`src/rtl/cdb_arbiter.sv`:
```
// Common data bus arbiter: picks up to two of four functional-unit results per
// cycle in round-robin order and broadcasts them on a registered two-slot CDB.
//
// Handshake: req[i] with req_tag/req_data slice i is an offer; grant[i] is
// combinational acceptance in the same cycle. A transfer happens on a rising
// edge where req[i] and grant[i] are both 1. A requester whose grant bit is 0
// keeps req, tag and data unchanged, because nothing is stored on its behalf.
module cdb_arbiter #(
    parameter int NREQ = 4
) (
    input  logic                CLK,
    input  logic                Reset,
    input  logic [NREQ-1:0]     req,
    input  logic [3*NREQ-1:0]   req_tag,
    input  logic [32*NREQ-1:0]  req_data,
    input  logic                flush,
    output logic [NREQ-1:0]     grant,
    output logic [147:0]        CDB,
    output logic [1:0]          rr_ptr
);

    // Broadcast slot registers (slot 0 carries grant A, slot 1 grant B).
    logic [2:0]  s0_tag_q,  s0_tag_d;
    logic        s0_vld_q,  s0_vld_d;
    logic [31:0] s0_data_q, s0_data_d;
    logic [2:0]  s1_tag_q,  s1_tag_d;
    logic        s1_vld_q,  s1_vld_d;
    logic [31:0] s1_data_q, s1_data_d;
    logic [1:0]  rr_ptr_q,  rr_ptr_d;

    // Arbitration intermediates.
    logic [3:0]  req_eff;
    logic [3:0]  req_rot;
    logic [3:0]  req_rest;
    logic        a_vld;
    logic        b_vld;
    logic [1:0]  a_off;
    logic [1:0]  b_off;
    logic [1:0]  a_idx;
    logic [1:0]  b_idx;
    logic [3:0]  grant_a;
    logic [3:0]  grant_b;
    logic [2:0]  a_tag;
    logic [31:0] a_data;
    logic [2:0]  b_tag;
    logic [31:0] b_data;

    // Lowest set bit of a 4-bit vector: {found, index}.
    function automatic logic [2:0] first_set(input logic [3:0] v);
        logic [2:0] r;
        if (v[0])      r = 3'b100;
        else if (v[1]) r = 3'b101;
        else if (v[2]) r = 3'b110;
        else if (v[3]) r = 3'b111;
        else           r = 3'b000;
        return r;
    endfunction

    // Rotate the requests so the pointer position is bit 0, then take the
    // first two set bits; rotating back is just adding the pointer mod 4.
    always_comb begin
        req_eff = (Reset || flush) ? 4'b0000 : req;
        case (rr_ptr_q)
            2'd0:    req_rot = req_eff;
            2'd1:    req_rot = {req_eff[0],   req_eff[3:1]};
            2'd2:    req_rot = {req_eff[1:0], req_eff[3:2]};
            2'd3:    req_rot = {req_eff[2:0], req_eff[3]};
            default: req_rot = req_eff;
        endcase
        // Clearing the lowest set bit removes A; every bit below A is already
        // zero, so the next set bit is the first one after A circularly.
        req_rest       = req_rot & (req_rot - 4'd1);
        {a_vld, a_off} = first_set(req_rot);
        {b_vld, b_off} = first_set(req_rest);
        a_idx          = rr_ptr_q + a_off;
        b_idx          = rr_ptr_q + b_off;
        grant_a        = a_vld ? (4'b0001 << a_idx) : 4'b0000;
        grant_b        = b_vld ? (4'b0001 << b_idx) : 4'b0000;
    end

    assign grant = grant_a | grant_b;

    // Select the tag and data of the two winners.
    always_comb begin
        a_tag  = req_tag[a_idx*3 +: 3];
        a_data = req_data[a_idx*32 +: 32];
        b_tag  = req_tag[b_idx*3 +: 3];
        b_data = req_data[b_idx*32 +: 32];
    end

    // Next CDB contents and pointer: load winners, otherwise drop valid and
    // keep the payload fields; the pointer moves just past the last winner.
    always_comb begin
        s0_tag_d  = s0_tag_q;
        s0_data_d = s0_data_q;
        s0_vld_d  = 1'b0;
        s1_tag_d  = s1_tag_q;
        s1_data_d = s1_data_q;
        s1_vld_d  = 1'b0;
        rr_ptr_d  = rr_ptr_q;
        if (a_vld) begin
            s0_tag_d  = a_tag;
            s0_data_d = a_data;
            s0_vld_d  = 1'b1;
            rr_ptr_d  = a_idx + 2'd1;
        end
        if (b_vld) begin
            s1_tag_d  = b_tag;
            s1_data_d = b_data;
            s1_vld_d  = 1'b1;
            rr_ptr_d  = b_idx + 2'd1;
        end
    end

    // State registers with asynchronous clear.
    always_ff @(posedge CLK or posedge Reset) begin
        if (Reset) begin
            s0_tag_q  <= 3'd0;
            s0_vld_q  <= 1'b0;
            s0_data_q <= 32'd0;
            s1_tag_q  <= 3'd0;
            s1_vld_q  <= 1'b0;
            s1_data_q <= 32'd0;
            rr_ptr_q  <= 2'd0;
        end else begin
            s0_tag_q  <= s0_tag_d;
            s0_vld_q  <= s0_vld_d;
            s0_data_q <= s0_data_d;
            s1_tag_q  <= s1_tag_d;
            s1_vld_q  <= s1_vld_d;
            s1_data_q <= s1_data_d;
            rr_ptr_q  <= rr_ptr_d;
        end
    end

    assign CDB    = {76'd0,
                     s1_data_q, s1_vld_q, s1_tag_q,
                     s0_data_q, s0_vld_q, s0_tag_q};
    assign rr_ptr = rr_ptr_q;

endmodule

```
`config.mk`:
```
export PLATFORM = sky130hd
export DESIGN_NAME = cdb_arbiter
export DESIGN_NICKNAME = d
export VERILOG_FILES = /design/src/rtl/cdb_arbiter.sv
export SDC_FILE = /design/constraint.sdc
export NUM_CORES = 1
export LEC_CHECK = 0
export BUFFER_PORTS_ARGS = -buffer_cell sky130_fd_sc_hd__buf_2
export CORE_AREA = 2 2 116 118
export CTS_BUF_LIST = sky130_fd_sc_hd__clkbuf_4 sky130_fd_sc_hd__clkbuf_8
export DETAILED_ROUTE_END_ITERATION = 12
export DIE_AREA = 0 0 118 120
export GPL_ROUTABILITY_DRIVEN = 0
export HOLD_SLACK_MARGIN = 0.03
export PLACE_DENSITY = 0.78
export SLEW_MARGIN = 20
export SYNTH_ARGS = -nofsm -noshare
export SYNTH_HDL_FRONTEND = slang
export SYNTH_SLANG_ARGS = --single-unit
```
`constraint.sdc`:
```
create_clock -name CLK -period 5 [get_ports CLK]
set_input_delay 1 -clock CLK [delete_from_list [all_inputs] [get_ports CLK]]
set_output_delay 1 -clock CLK [all_outputs]
set_load 0.02 [all_outputs]
```
==> metrics.md <==
| Metric | Value |
|---|---|
| Run status | `finished clean` |
| WL/cell | `approximately 17 um` |
| CTS H-Tree Depth | `3` |
| CP arrival | `3490 ps` |
| Largest family of logic cells by synthesized area | `multiplexers` |
| Row cnt | `42` |
| Clock skew | `about 11 ps` |
| Tot GR Track Use | `21.2%` |
| Tightest Pin Transition | `644 ps` |
| Largest area contributor in the netlist | `dfrtp_1` |
| Power per cell area | `591 mW/mm^2` |
| Sw Pwr | `around 1.8 mW` |
| Post-CTS setup buffer count | `0` |
| Final setup violation count | `0` |
| Syn-to-layout area delta | `18.4%` |
| Largest net degree at the start of global routing | `about 70` |
| Comb pwr share | `between 60% and 70%` |
| Hold Slack | `approximately 480 ps` |
| Tcrit/Tclk final | `approximately nine tenths` |
| R2R Path End | `s0_data_q[8]` |
| Crit path launch type | `input pin` |
| Post-CTS Resized | `0` |
| Final WS setup | `about 510 ps` |
| Worst VDD drop | `0.413 mV` |
| First-pass GRT wire length | `approximately 24 mm` |
| F_max | `~0.22 GHz` |
| Yosys top cell area share | `33.2%` |
| Final wirelength | `about 15 mm` |
| DR iter-0 viols | `around 240` |
| Drt first pass iters | `4` |
| Max cap viols | `0` |
| Number of global-route vias before repair | `about 4700` |
| TNS Setup | `0 ps` |
| Setup CP Type | `in2out` |
| #FFs+latches synth | `74` |
| Initial Utilization | `between 40 and 50%` |
| Die Wd | `between 100 and 150 um` |
| Reg2reg start | `rr_ptr[0]` |
| Worst R2R Path Depth | `8` |
| Hold endpoint | `s1_data_q[27]` |
| P_leak | `between 3 and 4 nW` |
| Syn avg cell area | `10.1 sq um` |
| Switch share | `between 40% and 50%` |
| Fin nets | `896` |
| YS warnings | `0` |
| IO Pins | `about 300` |
| Share of cells above drive strength 1 | `a little over a third` |
| Endpoint class of the critical path | `output pin` |
| DRC | `0` |
| Cell Area, Synth | `0.00557 sq mm` |
| Part of the Yosys area used for sequential elements | `between 30% and 40%` |
| Crit Path Max Fanout | `20` |
| Library cells used by synthesis | `between 40 and 50` |
| HPWL after detailed placement | `approximately 11 mm` |
| Ys flop type | `dfrtp_1` |
| Routed Antenna Nets | `0` |
| Worst-path clk slew | `~70 ps` |
| RSZ-0062 raised after global routing | `no` |
| Async SR Flop Fraction | `100%` |
| Slew headroom | `a little under three fifths` |
| Hold Crit Class | `reg2reg` |
| Antenna Cells | `0` |
| Synth area leaders | `dfrtp_1 (33%), mux2i_1 (26%), o221ai_1 (11%), buf_4 (11%), nand2_1 (5.3%)` |
| Simple-gate share of the synthesized area | `under 10%` |
| Hold Startpoint | `s1_data_q[27]` |
| Post-Place Setup Slack | `515 ps` |
| R2R setup slack | `approximately 1600 ps` |
| Hold buffer count at cts | `0` |
| Area fraction in compound gates after synthesis | `approximately 15%` |
| Seq pwr share | `27.4%` |
| CTS tree | `built` |
| Clk_lat worst skew | `350 ps` |
| Worst path required time | `approximately 4000 ps` |
| Commonest non-fill, non-tap cell in the layout | `buf_2` |
| Max Slew Vio Count | `0` |
| Num CTS Buffers | `9` |
| Die area | `between 0.01 and 0.015 sq mm` |
| Via Count | `between 4000 and 5000` |
| Clock share of power | `about an eighth` |
| Initial antenna violation count | `1` |
| GRT overflow | `0` |
| Post-Synth Adder-Cell Area | `0.651%` |
| PortBufs | `roughly 220` |
| Die height | `120 um` |
| Post-synth EDFFs | `0` |
| WHS Path Cells | `2` |
| Internal power | `around 2.1 mW` |
| Hold Fails Final Rpt | `0` |
| DR vias/cell | `roughly 5.3` |
| Mux cell area share after synthesis | `25.5%` |
| # clock sinks | `74` |
| Root buf cell | `clkbuf_8` |
| Post-synthesis xor/xnor area fraction | `under 10%` |
| End-of-flow core utilization | `just over 50%` |
| Cell count after synthesis | `between 500 and 600` |
| Most frequent cells in the layout | `buf_2 (224), mux2i_1 (142), nand2_1 (79), conb_1 (76), dfrtp_1 (74)` |
| Post-route minimum period | `about 4500 ps` |
| Max Root-Sink Buffers | `2` |
| Core Area | `~0.013 sq mm` |
| Total power | `between 3 and 4 mW` |
==> Yosys cell counts, types with 3 or more instances <==
cell type and count:
o22ai_1 3, buf_4 80, nand2b_1 3, xor2_1 3, clkbuf_1 20, o221ai_1 70
a21oi_1 3, o211ai_1 3, inv_1 6, o21ai_1 3, mux2i_1 142, buf_12 6
buf_2 11, buf_6 6, dfrtp_1 74, nand2_1 79
==> kinds of logic after synthesis <==
kind of cell             after synthesis
AND/OR/NAND/NOR                       93
XOR/XNOR                               7
adder cells (fa/ha/maj)                3
AO/OA/AOI/OAI                         98
multiplexers                         142
other                                  1
buffers and inverters                131
flip-flops                            74
==> worst max-delay path: stages <==
cell,delay (ps)
buf_2,260
inv_1,150
o311ai_0,330
o21ai_0,140
a311oi_1,320
ha_1,330
nand2b_2,430
nand2b_1,260
o21ai_1,80
buf_2,190
==> flip-flops by register name, summed over array words and instances, names as in the netlist <==
register   count
s0_data_q     32
s1_data_q     32
s0_tag_q       3
s1_tag_q       3
rr_ptr         2
s0_vld_q       1
s1_vld_q       1
==> area by class of cell <==
cell class	count	area [sq um]
sequential	74	1850
inverter	8	31.3
timing repair buffer	235	1220
tap	176	220
fill	1234	6380
multi-input combinational	419	3090
clock buffer	10	131
clock inverter	6	57.6
==> per-stage QoR <==
step	instance area (sq um)	std cells
after floorplan	5850	624
after global placement	6410	912
after detailed placement	6410	912
after CTS	6600	928
after global routing	6600	928
final	6600	928
==> power by group through the flow <==
stage | sequential (mW) | combinational, mW | clock [mW]
floorplan | 1.40 | 1.59 | 0
global placement | 1.07 | 2.34 | 0
detailed placement | 1.07 | 2.38 | 0
CTS | 1.07 | 2.37 | 0.473
global route | 1.10 | 2.53 | 0.501
finish | 1.07 | 2.36 | 0.463
==> worst max-delay path by stage <==
stage	start	endpoint	slack, ps	cells past startpoint
4_1_cts	req[3]	grant[2]	510	10
2_1_floorplan	req[1]	grant[0]	400	11
6_report	req[3]	grant[2]	510	10
3_3_place_gp	req[3]	grant[2]	570	10
5_1_grt	req[3]	grant[2]	350	10
3_5_place_dp	req[3]	grant[2]	520	10
==> layer usage <==
| layer | up-vias | GRT usage, % | wire, um |
|---|---|---|---|
| li1 | 2275 | - | - |
| met1 | 2393 | 27.8 | 6510 |
| met2 | 232 | 35.4 | 7680 |
| met3 | 16 | 4.23 | 1020 |
| met4 | 0 | 6.93 | 222 |
| met5 | - | 0 | 0 |
No activity file was read; power rests on OpenSTA's default activity.
